**config.mk**
```make
export PLATFORM = sky130hd
export DESIGN_NAME = cp0_unit
export DESIGN_NICKNAME = d
export VERILOG_FILES = /design/src/rtl/cp0_pkg.sv /design/src/rtl/cp0_timer.sv /design/src/rtl/cp0_unit.sv
export SDC_FILE = /design/constraint.sdc
export NUM_CORES = 1
export LEC_CHECK = 0
export CAP_MARGIN = 10
export CORE_UTILIZATION = 42
export DETAILED_ROUTE_END_ITERATION = 12
export PLACE_DENSITY = 0.85
export SETUP_SLACK_MARGIN = 0.3
export SLEW_MARGIN = 0
export SYNTH_ARGS = -nofsm -noshare
export SYNTH_HDL_FRONTEND = slang
export SYNTH_SLANG_ARGS = --single-unit
```
**constraint.sdc**
```tcl
create_clock -name clk -period 2.3 [get_ports clk]
set_input_delay 0.46 -clock clk [delete_from_list [all_inputs] [get_ports clk]]
set_output_delay 0.46 -clock clk [all_outputs]
set_load 0.02 [all_outputs]
```
**src/rtl/cp0_pkg.sv**
```systemverilog
// cp0_pkg: CP0 register indices, SR/Cause bit positions and exception codes.
package cp0_pkg;
   localparam logic [4:0] REG_COUNT   = 5'd9;
   localparam logic [4:0] REG_COMPARE = 5'd11;
   localparam logic [4:0] REG_SR      = 5'd12;
   localparam logic [4:0] REG_CAUSE   = 5'd13;
   localparam logic [4:0] REG_EPC     = 5'd14;
   localparam logic [4:0] REG_PRID    = 5'd15;
   localparam int SR_IE     = 0;
   localparam int SR_EXL    = 1;
   localparam int SR_IM_LO  = 10;
   localparam int CAUSE_EXC_LO = 2;
   localparam int CAUSE_IP_LO  = 10;
   localparam int CAUSE_TI     = 30;
   localparam int CAUSE_BD     = 31;
   localparam logic [4:0] EXC_INT     = 5'd0;
   localparam logic [4:0] EXC_ADEL    = 5'd4;
   localparam logic [4:0] EXC_ADES    = 5'd5;
   localparam logic [4:0] EXC_SYSCALL = 5'd8;
   localparam logic [4:0] EXC_RI      = 5'd10;
   localparam logic [4:0] EXC_OV      = 5'd12;
endpackage

```
**src/rtl/cp0_timer.sv**
```systemverilog
// cp0_timer: free-running Count, Compare and the latched timer-interrupt pending flag.
module cp0_timer (
   input  logic        clk,
   input  logic        reset,
   input  logic        wr_count,
   input  logic        wr_compare,
   input  logic [31:0] din,
   output logic [31:0] count,
   output logic [31:0] compare,
   output logic        pend
);
   always_ff @(posedge clk) begin
      if (reset) begin
         count   <= '0;
         compare <= '0;
         pend    <= 1'b0;
      end else begin
         count <= wr_count ? din : count + 32'd1;
         if (wr_compare) compare <= din;
         pend <= wr_compare ? 1'b0 : (pend | ((count == compare) && (compare != '0)));
      end
   end
endmodule

```
**src/rtl/cp0_unit.sv**
```systemverilog
// cp0_unit: MIPS coprocessor 0 (SR/Cause/EPC/PRId, interrupt/exception arbitration).
// Optional Count/Compare timer enabled by defining CP0_TIMER_EN.
module cp0_unit
   import cp0_pkg::*;
#(
   parameter logic [31:0] PRID_VALUE = 32'h0000_2024,
   parameter int          HWINT_W    = 6
) (
   input  logic               clk,
   input  logic               reset,
   input  logic               En,
   input  logic [4:0]         CP0Add,
   input  logic [31:0]        CP0In,
   output logic [31:0]        CP0Out,
   input  logic [31:0]        VPC,
   input  logic               BDIn,
   input  logic [4:0]         ExcCodeIn,
   input  logic [HWINT_W-1:0] HWInt,
   input  logic               EXLClr,
   output logic [31:0]        EPCOut,
   output logic               Req
);
   logic [HWINT_W-1:0] im, ip, ip_next;
   logic               exl, ie, bd;
   logic [4:0]         exc_code;
   logic [31:0]        epc, sr, cause, count, compare;
   logic               pend, int_req, exc_req, wr;
   assign wr = En & ~Req;
`ifdef CP0_TIMER_EN
   cp0_timer u_timer (
      .clk        (clk),
      .reset      (reset),
      .wr_count   (wr && CP0Add == REG_COUNT),
      .wr_compare (wr && CP0Add == REG_COMPARE),
      .din        (CP0In),
      .count      (count),
      .compare    (compare),
      .pend       (pend)
   );
`else
   assign count   = '0;
   assign compare = '0;
   assign pend    = 1'b0;
`endif
   // The timer interrupt shares the topmost hardware interrupt line.
   assign ip_next = HWInt | {pend, {(HWINT_W-1){1'b0}}};
   assign int_req = ~exl & ie & |(im & ip_next);
   assign exc_req = ~exl & (ExcCodeIn != EXC_INT);
   assign Req     = int_req | exc_req;
   assign sr      = {16'b0, im, 8'b0, exl, ie};
   assign cause   = {bd, pend, 14'b0, ip, 3'b0, exc_code, 2'b0};
   assign EPCOut  = (En && CP0Add == REG_EPC) ? CP0In : epc;
   always_comb begin
      CP0Out = (CP0Add == REG_SR)      ? sr :
               (CP0Add == REG_CAUSE)   ? cause :
               (CP0Add == REG_EPC)     ? epc :
               (CP0Add == REG_PRID)    ? PRID_VALUE :
               (CP0Add == REG_COUNT)   ? count :
               (CP0Add == REG_COMPARE) ? compare : 32'b0;
   end
   always_ff @(posedge clk) begin
      if (reset) begin
         im       <= '0;
         ip       <= '0;
         exl      <= 1'b0;
         ie       <= 1'b0;
         bd       <= 1'b0;
         exc_code <= '0;
         epc      <= '0;
      end else begin
         ip <= ip_next;
         if (Req) begin
            exl      <= 1'b1;
            bd       <= BDIn;
            exc_code <= int_req ? EXC_INT : ExcCodeIn;
            epc      <= (BDIn ? VPC - 32'd4 : VPC) & 32'hFFFF_FFFC;
         end else begin
            if (EXLClr) exl <= 1'b0;
            if (wr && CP0Add == REG_SR) begin
               im  <= CP0In[SR_IM_LO +: HWINT_W];
               exl <= CP0In[SR_EXL];
               ie  <= CP0In[SR_IE];
            end
            if (wr && CP0Add == REG_EPC) epc <= CP0In;
         end
      end
   end
endmodule

```
==> key figures, run 1 <==
Yosys
  – Register bit total from synthesis: 52
  – Post-synthesis sequential area ratio: 32.8%
  – Syn Nets: 439
  – Number of library cell types mapped by synthesis: 41
  – Ys flop type: dfxtp_1
  – Syn avg cell area: 8.98 um2
  – Synth Instances: 353
  – EDFF count, synth: 0
  – Fraction of registers with async set/reset: 0%
  – Cell area after synthesis: 3170 um2
  – YS warnings: 0

Power
  – Clock Power Share: 22.5%
  – Psw: 0.856 mW
  – Maximum vdd drop: 0.266 mV
  – Cell internal pwr: 1.70 mW
  – Switching share of power: 33.5%
  – Leak: 2.74 nW
  – Power Density: 396 nW/um2
  – Flop pwr share: 40.3%
  – Comb power frac: 37.1%

Worst setup path
  – Cell-by-cell trace of the critical path: buf_6, nand3b_1, buf_6, nor2b_4, buf_6, buf_12, buf_16, buf_12, and2_4, buf_6
  – Kind of critical path: primary input to output pin
  – Required @ worst endpoint: 1840 ps
  – Worst path top cell family by delay: buffers and inverters
  – CP Buf/Inv Count: 7
  – Top cell by count, worst path: buf_6
  – CP max-delay cell: nand3b_1
  – Max incr delay on CP: 260 ps
  – Arr. time, crit path: 1840 ps
  – Maximum fanout along the worst path: 3
  – CP Launch Type: primary input
  – Crit. End Element: output pin

Floorplan
  – Core Area: 7290 um2
  – Die Span Y: 88.9 um
  – # IOs: 150
  – Row count: 31
  – Die width: 88.9 um
  – Die ar.: 7900 um2
  – Initial Util: 43.5%

Timing
  – Worst-Margin Slew: 623 ps
  – Unrepaired setup endpoints after global routing: yes
  – Max_slew headroom: 58.2%
  – Fin crit period: 2300 ps
  – Fin. max-slew vios: 0
  – Hold_ws: 440 ps
  – Worst Skew: 13.0 ps
  – Setup Total Neg Slack: 0 ps
  – Final Hold Viols: 0
  – Peak Freq: 0.435 GHz
  – Tcrit/Tclk final: 99.9%
  – Final Setup Violations: 0

Route
  – Top sig layer: met4
  – DR pass1 iterations: 6
  – Met2 routed WL: 8140 um
  – Vias per inst: 5.98
  – Routed wire length: 16400 um
  – WL per Instance: 23.7 um
  – Wl on met1: 5630 um
  – Via count: 4157
  – DRC Markers: 0
  – DRT iter0 DRCs: 430
  – Post-DRT Antenna Nets: 0
  – Detail Route met3 WL: 1510 um

Final layout
  – Share of layout cells above drive strength 1: 50.7%
  – Final #Nets: 681
  – Commonest non-fill, non-tap cell in the layout: buf_6
  – Most frequent cells in the layout: 78 x buf_6, 74 x buf_4, 47 x dfxtp_1
  – Area delta synth->final: 103%
  – Post-route cell area: 6440 um2
  – Final core occ: 88.4%
  – Final antenna diode count: 0

Clock tree
  – Latest clock arrival within the worst-skew pair: 320 ps
  – Clk slew on worst S/H paths: 100 ps
  – H-tree depth: 2
  – Total CTS buffers: 5
  – Clk sinks: 52
  – Clock root cell: clkbuf_8
  – CTS tree: built
  – CTS Buffer Depth: 2

Placed design
  – Routability Congestion: 0.858
  – Hpwl dp: 8600 um
  – Port-buffer cells: 147
  – Post-placement cell area: 5280 um2

Global routing
  – Largest net degree at the start of global routing: 17
  – Grt ovf: 0
  – Vias in the first global route: 4062
  – First-pass GRT wire length: 21000 um
  – Antenna violations before repair: 0
  – Total GRT Usage: 36.1%

Min path
  – Hold WC Path Type: primary input to flip-flop

Job
  – Max-Cap Viols: 0

Outcome
  – Status: finished, final reports clean
-- final cells by class --
| class | count | area, um2 |
|---|---|---|
| Clock buffer | 6 | 72.6 |
| Sequential cell | 52 | 1050 |
| Tap cell | 99 | 124 |
| Clock inverter | 2 | 16.3 |
| Timing Repair Buffer | 255 | 2700 |
| Multi-Input combinational cell | 275 | 2460 |
| Fill cell | 319 | 848 |
| Inverter | 6 | 22.5 |
-- registers in the layout, indices dropped and copies added, names as in the netlist --
name,flops
ip,6
ie,1
exl,1
exc_code,5
im,6
bd,1
epc,32
-- cell usage after synthesis (9+ instances only) --
cell | instances | area (um2)
clkbuf_1 | 11 | 41.3
nor3_1 | 11 | 55.1
nand2_1 | 12 | 45.0
mux2_2 | 32 | 360
nor2_1 | 49 | 184
dfxtp_1 | 52 | 1040
a21oi_1 | 10 | 50.1
and2_1 | 20 | 125
a211oi_1 | 10 | 75.1
mux2i_1 | 15 | 150
nor2b_1 | 12 | 75.1
xor2_1 | 19 | 166
o2bb2ai_1 | 19 | 166
nand3_1 | 9 | 45.0
-- power groups by stage --
stage	clock [mW]	combinational (mW)	sequential [mW]
final	0.575	0.948	1.03
after global routing	0.603	0.984	1.04
after CTS	0.550	0.865	1.02
after detailed placement	0	0.770	1.03
after global placement	0	0.754	1.03
after floorplan	0	0.350	1.01
-- tightest hold or removal path, cell delays in order --
cell	delay, ps
buf_6	80
xor2_1	60
o2bb2ai_1	120
-- final timing paths --
path | cells past startpoint | slack, ps | end | startpoint
worst min-delay path | 3 | 440 | epc[9] | VPC[9]
worst max register to register | 8 | 220 | bd | im[4]
worst min register to register | 1 | 490 | exc_code[1] | exc_code[1]
worst max-delay path | 10 | 3 | CP0Out[19] | CP0Add[4]
-- routing by layer --
layer  global-route usage, %  vias up
li1                        -     1751
met3                    6.34       94
met2                    64.8      346
met5                       0        -
met1                    40.9     1966
met4                    18.2        0
-- kinds of logic after synthesis --
group           count (synthesis)  share of synthesized area (%)
mux                            47                           16.1
flops                          52                           32.8
simple gates                  137                           24.2
compound gates                 64                           15.0
fa+ha+maj                       1                          0.395
buf+inv                        26                           4.38
xor+xnor                       26                           7.18
-- stage by stage --
step / worst slack (ps) / power [mW] / cells
after floorplan: 184 / 1.37 / 353
after global placement: -589 / 1.79 / 647
after detailed placement: -605 / 1.80 / 647
after CTS: 10.8 / 2.43 / 688
after global routing: -35.1 / 2.62 / 695
final: 2.59 / 2.55 / 695
-- repair_timing --
action                                  4_1_cts  5_1_grt
cloned                                        9        1
setup buffers                                24        6
hold endpoints to repair                      0        0
resized for setup                           493       97
pin swaps                                    31       39
hold buffers                                  0        0
endpoints found under the setup margin       96       93
(Power assumes the default switching activity.)
==> run 2: changes to the inputs <==
Settings changed: CORE_ASPECT_RATIO set to 0.75.
==> run 2 against run 1 <==
Effect of this change: the flow now finishes with violations (setup timing); combinational power grew 7%; clock power grew 14%; core utilization rose by 0.23 points; sequential share of layout area shrank 0.26 points; non-clock buffer count up 17; first-iteration DRC count down 25%; global-route usage shrank 0.35 points; largest power group unchanged.
==> key figures, run 2 (synthesis gave the netlist of run 1 again) <==
Outcome
  – Status: complete, but fails checks
  – Violated checks: setup timing

Route
  – Via count: 4313
  – Routed wire length: 17200 um
  – Vias per inst: 6.04
  – WL per Instance: 24.2 um
  – DRC Markers: 0
  – DRT iter0 DRCs: 321
  – Post-DRT Antenna Nets: 0
  – DR pass1 iterations: 5

Floorplan
  – Die ar.: 7900 um2
  – Die Span Y: 77.2 um
  – Initial Util: 43.2%
  – Die width: 102 um
  – # IOs: 150
  – Row count: 27
  – Core Area: 7330 um2

Placed design
  – Port-buffer cells: 147
  – Hpwl dp: 8570 um
  – Routability Congestion: 0.841
  – Placed cells: 651
  – DP Worst Slack: -592 ps

Timing
  – Hold_ws: 517 ps
  – Worst Skew: 6.84 ps
  – Final worst slack: -86.9 ps
  – Peak Freq: 0.419 GHz
  – Worst-Margin Slew: 688 ps
  – Unrepaired setup endpoints after global routing: yes
  – Max_slew headroom: 53.8%
  – Fin. max-slew vios: 0
  – Setup Total Neg Slack: -604 ps
  – Final Setup Violations: 9
  – Fin crit period: 2390 ps
  – Final Hold Viols: 0
  – Tcrit/Tclk final: 104%

Final layout
  – Commonest non-fill, non-tap cell in the layout: buf_4
  – Area of the multi-input gates: 2500 um2
  – Final Non-Filler Cells: 714
  – Share of layout cells above drive strength 1: 51.9%
  – Area delta synth->final: 105%
  – Most frequent cells in the layout: 91 x buf_4, 81 x buf_6, 52 x dfxtp_1
  – Largest reg by FF count: epc
  – Register area: 1040 um2
  – Top flop regs: epc (32), im (6), ip (6)
  – Final antenna diode count: 0
  – Fillers: 325
  – Final #Nets: 698
  – Max reg flops: 32

Global routing
  – Antenna violations before repair: 0
  – Largest net degree at the start of global routing: 24
  – Grt ovf: 0
  – First-pass GRT wire length: 21500 um
  – Total GRT Usage: 35.7%
  – Vias in the first global route: 4170

Worst setup path
  – Path depth of the worst reg2reg path: 9
  – Kind of critical path: primary input to output pin
  – CP Launch Type: primary input
  – Crit. End Element: output pin
  – Required @ worst endpoint: 1840 ps
  – Arr. time, crit path: 1930 ps
  – Maximum fanout along the worst path: 8

Power
  – Overall power: 2.70 mW
  – Power Density: 415 nW/um2
  – Maximum vdd drop: 0.307 mV
  – Leak: 2.78 nW

Clock tree
  – H-tree depth: 2
  – Clock root cell: clkbuf_8
  – CTS tree: built
  – Clk slew on worst S/H paths: 100 ps
  – Total CTS buffers: 5
  – Clk sinks: 52
  – Latest clock arrival within the worst-skew pair: 320 ps
  – Hold Buf Count CTS: 0
  – CTS Buffer Depth: 2

Min path
  – Hold depth: 2
  – Hold WC Path Type: primary input to flip-flop

Job
  – Max-Cap Viols: 0
## run 2: cell types whose count changed in the layout (fill, tap and decap cells not counted), sizes merged
cell / change
clkinvlp: -1
bufinv: +1
dlymetal6s2s: -5
clkdlybuf4s15: +1
clkbuf: +3
dlygate4sd2: +2
buf: +16
## run 2: stage by stage
stage	util (%)	area, um2
after detailed placement	72.5	5320
after global placement	72.5	5320
after floorplan	-	3250
final	88.6	6490
after global routing	88.6	6490
after CTS	83.0	6080
## run 2: metal layers
layer / wire length (um) / share of wire (%) / up-vias / global-route usage, %
met2: 8210 / 48 / 377 / 60.1
met1: 6410 / 37 / 2050 / 43.0
li1: - / - / 1781 / -
met5: 0 / 0 / - / 0
met4: 1030 / 6.0 / 0 / 15.9
met3: 1600 / 9.3 / 105 / 8.11
## run 2: final cells by class
cell class | instances | share of cell area, %
Inverter | 6 | 0.347
Sequential cell | 52 | 16.0
Clock buffer | 6 | 1.12
Timing Repair Buffer | 272 | 41.6
Multi-Input combinational cell | 275 | 38.4
Tap cell | 101 | 1.95
Clock inverter | 2 | 0.539
## run 2: worst paths after layout
kind	start	to	slack [ps]
worst max-delay path	CP0Add[0]	EPCOut[15]	-90
worst max register to register	im[0]	epc[23]	410
worst min register to register	exc_code[2]	exc_code[2]	520
worst min-delay path	HWInt[3]	ip[3]	520
## run 2: critical path, stage by stage
cell	delay [ps]
buf_2	120
nand3b_1	250
nor2_4	210
buf_6	150
buf_6	110
buf_12	140
mux2_4	330
buf_6	140
## run 2: power breakdown
part / internal [mW] / switching, mW / leakage, nW / total, mW
logic: 0.539 / 0.473 / 2.30 / 1.01
clock network: 0.324 / 0.331 / 0.0552 / 0.655
registers: 0.972 / 0.0561 / 0.429 / 1.03
total: 1.84 / 0.860 / 2.78 / 2.70
## run 2: timing repair
item / 4_1_cts / 5_1_grt
resized for setup: 475 / 114
setup endpoints to repair: 110 / 106
pin swaps: 30 / 37
hold endpoints to repair: 0 / 0
cloned: 5 / 1
setup buffers: 35 / 14
==> run 3: changes to the inputs <==
Settings changed: CORE_MARGIN set to 4, SYNTH_HIERARCHICAL set to 1.
==> run 3 against run 2 <==
Effect of this change: the flow still finishes with violations (setup timing); register-to-register slack lost 200 ps; clock-buffer cell count shrank 1; sequential cell count did not move; worst hold slack lost 48 ps; die area rose by 14%; setup slack improved by 21 ps; via count increased by 3.5%; non-clock buffer count grew 6; area after synthesis did not move; clock power is 3.5% higher; design area is 1.5% higher; critical path type unchanged; highest routed layer unchanged.
==> key figures, run 3 <==
Power
  – Overall power: 2.74 mW
  – Power Density: 416 nW/um2
  – Leak: 2.86 nW
  – Maximum vdd drop: 0.455 mV

Yosys
  – EDFF count, synth: 0
  – Post-synthesis sequential area ratio: 32.8%
  – Syn Nets: 439
  – YS warnings: 6
  – Cell area after synthesis: 3170 um2
  – Top cells by area, synth: dfxtp_1 33%, mux2_2 11%, nor2_1 5.8%, o2bb2ai_1 5.2%, xor2_1 5.2%
  – Ys flop type: dfxtp_1
  – Top cell type's share of synthesized area: 32.8%
  – Number of library cell types mapped by synthesis: 41
  – Fraction of registers with async set/reset: 0%
  – Most frequent cells after synthesis: 52 x dfxtp_1, 49 x nor2_1, 32 x mux2_2, 20 x and2_1
  – Cell taking the most area after synthesis: dfxtp_1
  – Syn avg cell area: 8.98 um2
  – Synth Instances: 353
  – Register bit total from synthesis: 52
  – Most common cell in the netlist: dfxtp_1

Global routing
  – Vias in the first global route: 4322
  – Total GRT Usage: 33.6%
  – Largest net degree at the start of global routing: 24
  – Antenna violations before repair: 1
  – Grt ovf: 0
  – First-pass GRT wire length: 23800 um

Clock tree
  – CTS tree: built
  – Hold Buf Count CTS: 0
  – Total CTS buffers: 5
  – Clock root cell: clkbuf_8
  – Clk sinks: 52
  – CTS Buffer Depth: 2
  – Clk slew on worst S/H paths: 110 ps
  – Latest clock arrival within the worst-skew pair: 310 ps
  – H-tree depth: 2

Worst setup path
  – R2r startpoint: im[0]
  – Top cell by count, worst path: buf_6
  – CP Buf/Inv Count: 6
  – Critical path origin: CP0Add[4]
  – CP Launch Type: primary input
  – Arr. time, crit path: 1910 ps
  – Path depth of the worst reg2reg path: 9
  – Maximum fanout along the worst path: 5
  – Worst path top cell family by delay: buffers and inverters
  – CP max-delay cell: mux2_4
  – Crit. End Element: output pin
  – Kind of critical path: primary input to output pin
  – Max incr delay on CP: 330 ps
  – Cell-by-cell trace of the critical path: buf_6, nand3b_1, buf_4, nor2_4, buf_12, buf_6, buf_16, mux2_4, buf_6
  – Cell count along the critical path: 9
  – Required @ worst endpoint: 1840 ps

Timing
  – Worst Skew: 6.95 ps
  – Final Hold Viols: 0
  – Fin. max-slew vios: 0
  – Fin crit period: 2370 ps
  – Tcrit/Tclk final: 103%
  – Worst-Margin Slew: 532 ps
  – Unrepaired setup endpoints after global routing: yes
  – Max_slew headroom: 64.2%
  – Peak Freq: 0.423 GHz
  – Setup Total Neg Slack: -1270 ps
  – Final worst slack: -65.5 ps
  – Final Setup Violations: 33

Final layout
  – Top flop regs: epc (32), im (6), ip (6)
  – Final #Nets: 704
  – Most frequent cells in the layout: 98 x buf_4, 73 x buf_6, 52 x dfxtp_1
  – Largest reg by FF count: epc
  – Area delta synth->final: 108%
  – Commonest non-fill, non-tap cell in the layout: buf_4
  – Share of layout cells above drive strength 1: 52.2%
  – Post-route cell area: 6590 um2
  – Max reg flops: 32

Route
  – WL per Instance: 26.3 um
  – DRT iter0 DRCs: 497
  – DR pass1 iterations: 5
  – Post-DRT Antenna Nets: 0
  – Routed wire length: 19000 um
  – DRC Markers: 0
  – Via count: 4464
  – Vias per inst: 6.19

Floorplan
  – Die ar.: 9020 um2
  – Die width: 108 um
  – Die Span Y: 83.2 um
  – Initial Util: 43.2%
  – Row count: 27
  – # IOs: 150
  – Core Area: 7330 um2

Placed design
  – Port-buffer cells: 147
  – DP Worst Slack: -648 ps
  – Hpwl dp: 9060 um
  – Routability Congestion: 0.905
  – Post-placement cell area: 5330 um2

Job
  – Max-Cap Viols: 0

Min path
  – Hold WC Path Type: primary input to flip-flop
  – HP Start: ExcCodeIn[4]
  – Hold depth: 2

Outcome
  – Violated checks: setup timing
  – Status: complete, but fails checks
## run 3: cell counts after synthesis
Identical to the previous run, type by type.
## run 3: logic make-up after synthesis
logic type | Yosys count | synth area share (%)
buffers and inverters | 26 | 4.38
XOR/XNOR | 26 | 7.18
multiplexers | 47 | 16.1
adder cells (fa/ha/maj) | 1 | 0.395
AND/OR/NAND/NOR | 137 | 24.2
flip-flops | 52 | 32.8
AO/OA/AOI/OAI | 64 | 15.0
## run 3: final timing paths
check	to	slack, ps
max	EPCOut[31]	-70
min	exc_code[4]	470
max reg2reg	epc[4]	210
min reg2reg	exc_code[3]	520
## run 3: per-stage QoR
step | hold slack (ps) | util, % | std cells
finish | 468 | 89.9 | 721
global route | 481 | 89.9 | 721
CTS | 490 | 85.8 | 702
detailed placement | 470 | 72.6 | 652
global placement | 457 | 72.6 | 652
floorplan | 433 | - | 353
## run 3: timing repair
action / in CTS / in global routing
resized for setup: 496 / 76
pin swaps: 37 / 34
gates cloned: 8 / 0
setup buffers: 34 / 18
setup endpoints to repair: 111 / 107
## run 3: layer usage
metal | global-route usage [%] | vias to the layer above | wire (um)
met4 | 11.7 | 0 | 1410
met1 | 40.2 | 2112 | 6650
met5 | 0 | - | 0
li1 | - | 1797 | -
met2 | 58.9 | 423 | 8710
met3 | 7.15 | 132 | 2210
## run 3: layout make-up
| cell class | count | area, um2 |
|---|---|---|
| Antenna cell | 1 | 2.50 |
| Timing Repair Buffer | 278 | 2840 |
| Tap cell | 101 | 126 |
| Clock buffer | 5 | 68.8 |
| Sequential cell | 52 | 1040 |
| Inverter | 6 | 22.5 |
| Multi-Input combinational cell | 275 | 2450 |
| Clock inverter | 3 | 46.3 |
| Fill cell | 281 | 737 |
## run 3: worst register-to-register path, stage by stage (launching register included)
cell	delay (ps)
dfxtp_1	430
a22oi_2	150
a311oi_2	420
nor2_2	120
inv_2	100
buf_6	250
nor2_4	70
buf_4	190
buf_12	140
o2bb2ai_1	130
## run 3: report_power, final
group	leakage, nW	switching, mW	total [mW]	internal (mW)
sequential	0.429	0.0597	1.03	0.972
combinational	2.37	0.493	1.03	0.541
clock	0.0548	0.349	0.678	0.329
